===== config.mk =====
export PLATFORM = sky130hd
export DESIGN_NAME = rr_pkt_arb_flat
export DESIGN_NICKNAME = d
export VERILOG_FILES = /design/src/rtl/rr_pkt_arb_if.sv /design/src/rtl/rr_pkt_arb.sv /design/src/flat_wrapper.sv
export SDC_FILE = /design/constraint.sdc
export NUM_CORES = 1
export LEC_CHECK = 0
export ABC_AREA = 1
export CAP_MARGIN = 5
export CORE_UTILIZATION = 40
export DETAILED_ROUTE_END_ITERATION = 8
export PLACE_DENSITY = 0.72
export SETUP_SLACK_MARGIN = 0.5
export SLEW_MARGIN = 20
export SYNTH_ARGS = -nofsm -noshare
export SYNTH_HDL_FRONTEND = slang
export SYNTH_SLANG_ARGS = --single-unit

===== constraint.sdc =====
create_clock -name clk -period 1.1 [get_ports clk]
set_input_delay 0.22 -clock clk [delete_from_list [all_inputs] [get_ports clk]]
set_output_delay 0.22 -clock clk [all_outputs]
set_load 0.01 [all_outputs]

===== src/rtl/rr_pkt_arb_if.sv =====
// rr_pkt_arb_if: request/last/ack handshake and registered grant outputs of the arbiter.
interface rr_pkt_arb_if #(
  parameter int N = 4,
  parameter int W_ENC = (N > 1) ? $clog2(N) : 1
);
  logic [N-1:0] i_req;
  logic [N-1:0] i_last;
  logic i_ack;
  logic o_vld;
  logic [N-1:0] o_gnt;
  logic [W_ENC-1:0] o_gnt_enc;
  modport master (output i_req, i_last, i_ack, input o_vld, o_gnt, o_gnt_enc);
  modport slave (input i_req, i_last, i_ack, output o_vld, o_gnt, o_gnt_enc);
endinterface


===== src/rtl/rr_pkt_arb.sv =====
// rr_pkt_arb: round-robin packet-locking arbiter; grant held until the grantee's last beat is accepted.
module pri #(
  parameter int N = 4,
  parameter bit FROM_LSB = 1
) (
  input  logic [N-1:0] req_i,
  output logic [N-1:0] gnt_o
);
  logic [N-1:0] r, g;
  for (genvar i = 0; i < N; i++) begin : g_rev
    assign r[i] = FROM_LSB ? req_i[i] : req_i[N-1-i];
    assign gnt_o[i] = FROM_LSB ? g[i] : g[N-1-i];
  end
  assign g = r & (~r + N'(1));
endmodule

module rr_pkt_arb #(
  parameter int N = 4,
  localparam int W_ENC = (N > 1) ? $clog2(N) : 1
) (
  input logic clk,
  input logic rst,
  rr_pkt_arb_if.slave bus
);
  typedef enum logic {IDLE, BUSY} state_e;
  state_e state_q, state_d;
  logic [N-1:0] mask_q, mask_d, gnt_q, gnt_d, mask_rel, sel_mask, req_m, pm, pr, pick;
  logic [W_ENC-1:0] enc_q, enc_d, pick_enc;
  logic rel;
  assign rel = state_q == BUSY && bus.i_ack && |(bus.i_last & gnt_q);
  // after a release only indices strictly above the old grantee keep priority
  assign mask_rel = ~(gnt_q | (gnt_q - N'(1)));
  assign sel_mask = state_q == IDLE ? mask_q : mask_rel;
  assign req_m = bus.i_req & sel_mask;
  pri #(.N(N), .FROM_LSB(1)) u_pri_m (.req_i(req_m), .gnt_o(pm));
  pri #(.N(N), .FROM_LSB(1)) u_pri_r (.req_i(bus.i_req), .gnt_o(pr));
  assign pick = |pm ? pm : pr;
  always_comb begin
    pick_enc = '0;
    for (int k = 0; k < N; k++) pick_enc = pick[k] ? (pick_enc | W_ENC'(k)) : pick_enc;
  end
  always_comb begin
    state_d = state_q;
    mask_d = mask_q;
    gnt_d = gnt_q;
    enc_d = enc_q;
    case (state_q)
      IDLE: if (|bus.i_req) begin
        state_d = BUSY;
        gnt_d = pick;
        enc_d = pick_enc;
      end
      BUSY: if (rel) begin
        mask_d = mask_rel;
        state_d = |bus.i_req ? BUSY : IDLE;
        gnt_d = pick;
        enc_d = pick_enc;
      end
      default: state_d = IDLE;
    endcase
  end
  always_ff @(posedge clk) begin
    if (rst) begin
      state_q <= IDLE;
      mask_q <= '1;
      gnt_q <= '0;
      enc_q <= '0;
    end else begin
      state_q <= state_d;
      mask_q <= mask_d;
      gnt_q <= gnt_d;
      enc_q <= enc_d;
    end
  end
  assign bus.o_vld = state_q == BUSY;
  assign bus.o_gnt = gnt_q;
  assign bus.o_gnt_enc = enc_q;
  a_hold: assert property (@(posedge clk) disable iff (rst)
    (state_q == BUSY && !(|(bus.i_req & gnt_q))) |-> rel)
    else $error("grantee dropped request before its last beat");
  a_onehot: assert property (@(posedge clk) disable iff (rst)
    (state_q == BUSY) |-> $onehot(gnt_q))
    else $error("grant not one-hot while valid");
endmodule


===== src/flat_wrapper.sv =====
// flat-port wrapper written by rule: the top's interface ports become plain ports
module rr_pkt_arb_flat 
#(
  parameter int N = 4,
  localparam int W_ENC = (N > 1) ? $clog2(N) : 1
)
  (clk, rst, bus_i_req, bus_i_last, bus_i_ack, bus_o_vld, bus_o_gnt, bus_o_gnt_enc);
  rr_pkt_arb_if #(.N(N)) bus_i ();
  input logic clk;
  input logic rst;
  input wire logic [$bits(bus_i.i_req)-1:0] bus_i_req;
  input wire logic [$bits(bus_i.i_last)-1:0] bus_i_last;
  input wire logic [$bits(bus_i.i_ack)-1:0] bus_i_ack;
  output wire logic [$bits(bus_i.o_vld)-1:0] bus_o_vld;
  output wire logic [$bits(bus_i.o_gnt)-1:0] bus_o_gnt;
  output wire logic [$bits(bus_i.o_gnt_enc)-1:0] bus_o_gnt_enc;
  assign bus_i.i_req = bus_i_req;
  assign bus_i.i_last = bus_i_last;
  assign bus_i.i_ack = bus_i_ack;
  assign bus_o_vld = bus_i.o_vld;
  assign bus_o_gnt = bus_i.o_gnt;
  assign bus_o_gnt_enc = bus_i.o_gnt_enc;
  rr_pkt_arb #(.N(N)) u_core (.clk(clk), .rst(rst), .bus(bus_i));
endmodule

==> impl_metrics.tcl, run 1 <==
set metrics [dict create \
    cpMostUsedCell "a21oi_2" \
    ys_warn_count 0 \
    drive_above_1_share_pct 48.9 \
    synth-seq-cells 11 \
    dr_total_vias 780 \
    hpwl_um 1250 \
    grt.total_usage_pct 20.8 \
    ioPinCount 18 \
    synth_edf_count 0 \
    die_y_um 41.8 \
    antenna_found_initial 0 \
    dieArea_um2 1750 \
    drv_cap 0 \
    hold_depth 2 \
    worstHoldStart "u_core.mask_q[0]$_SDFFE_PP1P_" \
    num_rows 13 \
    synth_top_area_share_pct 34.8 \
    final-max-slew-violation-count 0 \
    critPathMaxStageDelay_ns 0.42 \
    synth_area_um2 633 \
    overflow 0 \
    start_util_pct 45.8 \
    cp-start-kind "register" \
    post-route-util_pct 76.6 \
    clockBufferDepth 2 \
    fmax_mhz 793 \
    synth_most_common_cell "nand2_1" \
    die_w_um 41.8 \
    r2r_setup_slack_ns -0.16 \
    drt_iter0_drc 14 \
    stdcell_area_um2 1060 \
    synth_nets 107 \
    path_cells "nand2_1, o21bai_4, buf_4, a21oi_2, nand2_2, a21oi_2" \
    hp-class "reg -> reg" \
    hold_viol_final 0 \
    setup_ws_ns -0.161 \
    reg2reg_from "u_core.bus.o_vld$_SDFF_PP0_" \
    crit_arrival_ns 1.45 \
    cts-root-buf "clkbuf_4" \
    synth_top_family_by_area "simple AND/OR/NAND/NOR gates" \
    violations "negative setup slack" \
    synthTopCellsByCount "nand2_1 (30), dfxtp_1 (11), nor2_1 (11), inv_1 (10), nand3_1 (9)" \
    grt_pass1_vias 679 \
    syn_avg_cell_area_um2 6.59 \
    place.gp.congestion 0.850 \
    cts_tree "yes" \
    dpl_cell_area_um2 923 \
    synth-adder-area-share_pct 0 \
    port-buffer-count 17 \
    wl_um 1880 \
    cts_sinks 11 \
    rsz0062_at_grt "yes" \
    max_slew.worst_pin.slew_ns 0.205 \
    drc 0 \
    yosysTopAreaCell "dfxtp_1" \
    required_ns 1.29 \
    grt_max_degree 11 \
    final.setup.tns_ns -1.03 \
    diodes 0 \
    syn_to_final_growth_pct 67.2 \
    clk_pin_slew_ns 0.08 \
    worstSetupPathType "reg -> reg" \
    relSlewSlack_pct 86.3 \
    vias_per_cell 5.20 \
    synthXorXnorAreaFrac_pct 0 \
    core_um2 1380 \
    drtPass1Iterations 6 \
    synth-main-ff-cell "dfxtp_1" \
    postCtsHoldBufs 0 \
    reg2regPathDepth 6 \
    synthCells 96 \
    cp-end-kind "register" \
    yosys.area_share.simple_pct 40.3 \
    ys_seq_area_share_pct 34.8 \
    ys_types 17 \
    post-route-period-util_pct 115 \
    crit_path_max_fanout 9 \
    synth_compound_area_share_pct 15.4 \
    power_density_nw_per_um2 1030 \
    min_period_ns 1.26 \
    grt_pass1_wl_um 2820 \
    cts_max_level 1 \
    critPathSlowestCell "dfxtp_4" \
    cts-buffers-inserted 3 \
    crit_end "u_core.bus.o_gnt[2]$_SDFFE_PP0P_" \
    reg2reg_to "u_core.bus.o_gnt[2]$_SDFFE_PP0P_" \
    async_flop_share_pct 0 \
    ant_nets 0 \
    peakVddDrop_mv 0.997 \
    power.leakage_nw 0.506 \
    status "complete, but fails checks" \
    p_total_mw 1.09 \
    worstSkewPairLatency_ns 0.26 \
    synthMuxAreaShare_pct 0 \
    nets 147 \
    dpl_worst_slack_ns -0.516 \
    synthTopCellsByArea "dfxtp_1 (35%), nand2_1 (18%), nand3_1 (7.1%)" \
    setup_violations 10 \
    crit_start "u_core.bus.o_vld$_SDFF_PP0_" \
    fin_skew_ns 0.00385 \
    post_drt_wl_per_cell_um 12.5 \
]
-- worst min-delay path by stage --
stage	end	slack (ns)
finish	u_core.mask_q[0]$_SDFFE_PP1P_	0.48
global route	u_core.mask_q[0]$_SDFFE_PP1P_	0.52
CTS	u_core.mask_q[0]$_SDFFE_PP1P_	0.48
detailed placement	u_core.mask_q[1]$_SDFFE_PP1P_	0.47
global placement	u_core.mask_q[1]$_SDFFE_PP1P_	0.46
floorplan	u_core.bus.o_gnt[1]$_SDFFE_PP0P_	0.28
-- cell families after synthesis --
kind of cell | count (synthesis)
AOI/OAI and AO/OA | 15
and+or+nand+nor | 57
DFF | 11
buffers and inverters | 13
-- state kept, by name, summed over array words and instances, names as in the netlist --
signal                count
u_core.mask_q             4
u_core.bus.o_vld          1
u_core.bus.o_gnt_enc      2
u_core.bus.o_gnt          4
-- layer usage --
| metal | GRT usage, % | vias up | part of all wire [%] |
|---|---|---|---|
| met1 | 28.1 | 357 | 43 |
| li1 | - | 384 | - |
| met3 | 5.22 | 4 | 7.6 |
| met5 | 0 | - | 0 |
| met4 | 7.74 | 0 | 0.74 |
| met2 | 31.6 | 35 | 48 |
-- worst max-delay path: cells and delay by family (launching register included) --
family                 cells  cell delay [ns]
buffers and inverters      1             0.16
AND/OR/NAND/NOR            2             0.15
flip-flops                 1             0.42
AO/OA/AOI/OAI              3             0.47
-- layout by cell type, fill, tap and decap left out, types with 2 or more instances in the layout --
cell	count
a21oi_1	3
a21oi_2	4
buf_2	2
buf_4	20
buf_6	5
clkbuf_4	3
clkdlybuf4s50_1	7
dfxtp_1	4
dfxtp_2	3
dfxtp_4	4
dlygate4sd2_1	3
inv_1	10
nand2_1	19
nand2_2	11
nand2_4	2
nand3_1	7
nand3_2	2
nor2_1	9
nor2_2	4
o211ai_1	3
o21ai_1	2
-- power breakdown --
| part | total [mW] | internal, mW | switching, mW |
|---|---|---|---|
| Sequential | 0.456 | 0.424 | 0.0325 |
| Combinational | 0.358 | 0.183 | 0.174 |
| Clock | 0.274 | 0.134 | 0.140 |
-- cell type report --
| cell class | count | area, um^2 |
|---|---|---|
| Clock inverter | 1 | 5.00 |
| Fill cell | 104 | 324 |
| Sequential cell | 11 | 239 |
| Tap cell | 15 | 18.8 |
| Clock buffer | 3 | 22.5 |
| Inverter | 11 | 41.3 |
| Multi-Input combinational cell | 72 | 419 |
| Timing Repair Buffer | 37 | 313 |
-- through the flow --
step,hold WS [ns],instances
after floorplan,0.282,96
after global placement,0.460,140
after detailed placement,0.467,140
after CTS,0.483,146
after global routing,0.516,150
final,0.479,150
-- repair_timing --
action | in CTS | in global routing
resized for setup | 44 | 18
gates cloned | 0 | 0
pin swaps | 4 | 5
buffers inserted | 2 | 4
setup endpoints to repair | 18 | 18
(Power assumes the default switching activity.)
==> inputs of run 2 (changes only) <==
--- a/config.mk
+++ b/config.mk
@@ -7,10 +7,11 @@
 export LEC_CHECK = 0
 export ABC_AREA = 1
 export CAP_MARGIN = 5
-export CORE_UTILIZATION = 40
+export CORE_UTILIZATION = 45
 export DETAILED_ROUTE_END_ITERATION = 8
-export PLACE_DENSITY = 0.72
+export PLACE_DENSITY = 0.76
 export SETUP_SLACK_MARGIN = 0.5
+export SKIP_LAST_GASP = 1
 export SLEW_MARGIN = 20
 export SYNTH_ARGS = -nofsm -noshare
 export SYNTH_HDL_FRONTEND = slang
==> constraint.sdc (replaced) <==
create_clock -name clk -period 1.3 [get_ports clk]
set_input_delay 0.26 -clock clk [delete_from_list [all_inputs] [get_ports clk]]
set_output_delay 0.26 -clock clk [all_outputs]
set_load 0.01 [all_outputs]
==> run 2 against run 1 <==
Net effect: the flow still finishes with violations (negative setup slack); global-route usage is 4.8 points higher; setup slack better by 0.093 ns; critical path depth is 1 higher; die area is 11% lower; register-to-register slack better by 0.09 ns; sequential power is 15% lower.
==> impl_metrics.tcl, run 2 (synthesized netlist as in run 1, its figures left out) <==
set metrics [dict create \
    antenna_found_initial 0 \
    nets 143 \
    dpl.cell_count 134 \
    vias_per_cell 5.38 \
    grt.total_usage_pct 25.6 \
    relSlewSlack_pct 85.2 \
    clockBufferDepth 2 \
    cts-buffers-inserted 3 \
    r2r_setup_slack_ns -0.07 \
    most-common-layout-cells "nand2_2 (15), nand2_1 (15), buf_4 (14)" \
    num_rows 13 \
    drv_cap 0 \
    hold_viol_final 0 \
    ant_nets 0 \
    setup_violations 3 \
    syn_to_final_growth_pct 71.5 \
    grt_max_degree 10 \
    dr_total_vias 785 \
    place.gp.congestion 0.856 \
    cts_tree "yes" \
    min_to "u_core.mask_q[2]$_SDFFE_PP1P_" \
    hpwl_um 1220 \
    cp-start-kind "register" \
    drtPass1Iterations 4 \
    max_slew.worst_pin.slew_ns 0.222 \
    post-route-period-util_pct 105 \
    path_cells "o21ai_1, inv_1, nand2_1, nand4_1, nor2_4, nor2_2, a21oi_2" \
    start_util_pct 48.7 \
    final_cells 146 \
    die_y_um 39.5 \
    dieArea_um2 1560 \
    dpl_worst_slack_ns -0.401 \
    min_period_ns 1.37 \
    overflow 0 \
    postCtsHoldBufs 0 \
    reg2regPathDepth 7 \
    core_um2 1300 \
    power.leakage_nw 0.501 \
    diodes 0 \
    setup_ws_ns -0.0678 \
    cts_sinks 11 \
    die_w_um 39.5 \
    post-route-util_pct 83.5 \
    crit_path_max_fanout 6 \
    drt_iter0_drc 31 \
    fmax_mhz 731 \
    status "complete, but fails checks" \
    ioPinCount 18 \
    critPathMaxStageDelay_ns 0.38 \
    drive_above_1_share_pct 54.2 \
    fin_skew_ns 0.00718 \
    reg2reg_from "u_core.bus.o_vld$_SDFF_PP0_" \
    rsz0062_at_grt "yes" \
    post_drt_wl_per_cell_um 14.4 \
    clk_pin_slew_ns 0.08 \
    grt_pass1_wl_um 2650 \
    reg2reg_to "u_core.bus.o_gnt_enc[0]$_SDFFE_PP0P_" \
    hold_ws_ns 0.487 \
    stdcell_area_um2 1090 \
    hp-class "reg -> reg" \
    violations "negative setup slack" \
    wl_um 2100 \
    worstHoldStart "u_core.mask_q[2]$_SDFFE_PP1P_" \
    critPathSlowestCell "dfxtp_4" \
    cp-end-kind "register" \
    dpl_cell_area_um2 877 \
    port-buffer-count 17 \
    cts-root-buf "clkbuf_4" \
    worstSetupPathType "reg -> reg" \
    p_total_uw 944 \
    grt_pass1_vias 654 \
    power_density_nw_per_um2 869 \
    cts_max_level 1 \
    final-max-slew-violation-count 0 \
    required_ns 1.50 \
    crit_arrival_ns 1.57 \
    hold_depth 2 \
    worstSkewPairLatency_ns 0.27 \
    peakVddDrop_mv 0.924 \
    final.setup.tns_ns -0.143 \
    drc 0 \
]
## run 2: layer usage
layer	up-vias	share of wire, %	GRT usage (%)	routed length, um
li1	381	-	-	-
met1	344	42	31.6	883
met2	50	48	41.8	1010
met3	10	7.1	5.68	150
met4	0	2.7	11.2	57
met5	-	0	0	0
## run 2: layout make-up
type                    count  area [um^2]
clock buffers               4         26.3
inverters                  11         41.3
fillers                    73          215
flip-flops and latches     11          235
well taps                  15         18.8
multi-input cells          72          474
repair buffers             33          290
## run 2: worst max-delay path, delay by kind of cell (launching register included)
kind / cells / cell delay (ns)
compound gates: 2 / 0.32
buf+inv: 1 / 0.06
flops: 1 / 0.38
simple gates: 4 / 0.54
## run 2: worst max-delay path by stage
| stage | start | endpoint | cells after the start |
|---|---|---|---|
| after global placement | bus_i_req[0] | u_core.bus.o_gnt_enc[0]$_SDFFE_PP0P_ | 9 |
| after floorplan | u_core.bus.o_vld$_SDFF_PP0_ | u_core.bus.o_gnt[2]$_SDFFE_PP0P_ | 7 |
| final | u_core.bus.o_vld$_SDFF_PP0_ | u_core.bus.o_gnt_enc[0]$_SDFFE_PP0P_ | 7 |
| after global routing | u_core.bus.o_vld$_SDFF_PP0_ | u_core.bus.o_gnt_enc[0]$_SDFFE_PP0P_ | 7 |
| after detailed placement | bus_i_req[0] | u_core.bus.o_gnt_enc[0]$_SDFFE_PP0P_ | 9 |
| after CTS | u_core.bus.o_vld$_SDFF_PP0_ | u_core.bus.o_gnt_enc[0]$_SDFFE_PP0P_ | 7 |
## run 2: power by group
part | internal, mW | switching [mW] | leakage [nW] | total, mW
clock network | 0.119 | 0.118 | 0.0150 | 0.237
registers | 0.359 | 0.0291 | 0.0932 | 0.388
logic | 0.150 | 0.169 | 0.392 | 0.319
## run 2: what timing repair did
item	4_1_cts	5_1_grt
gates resized for setup	59	25
buffers inserted	6	2
setup endpoints to repair	18	18
pin swaps	21	14
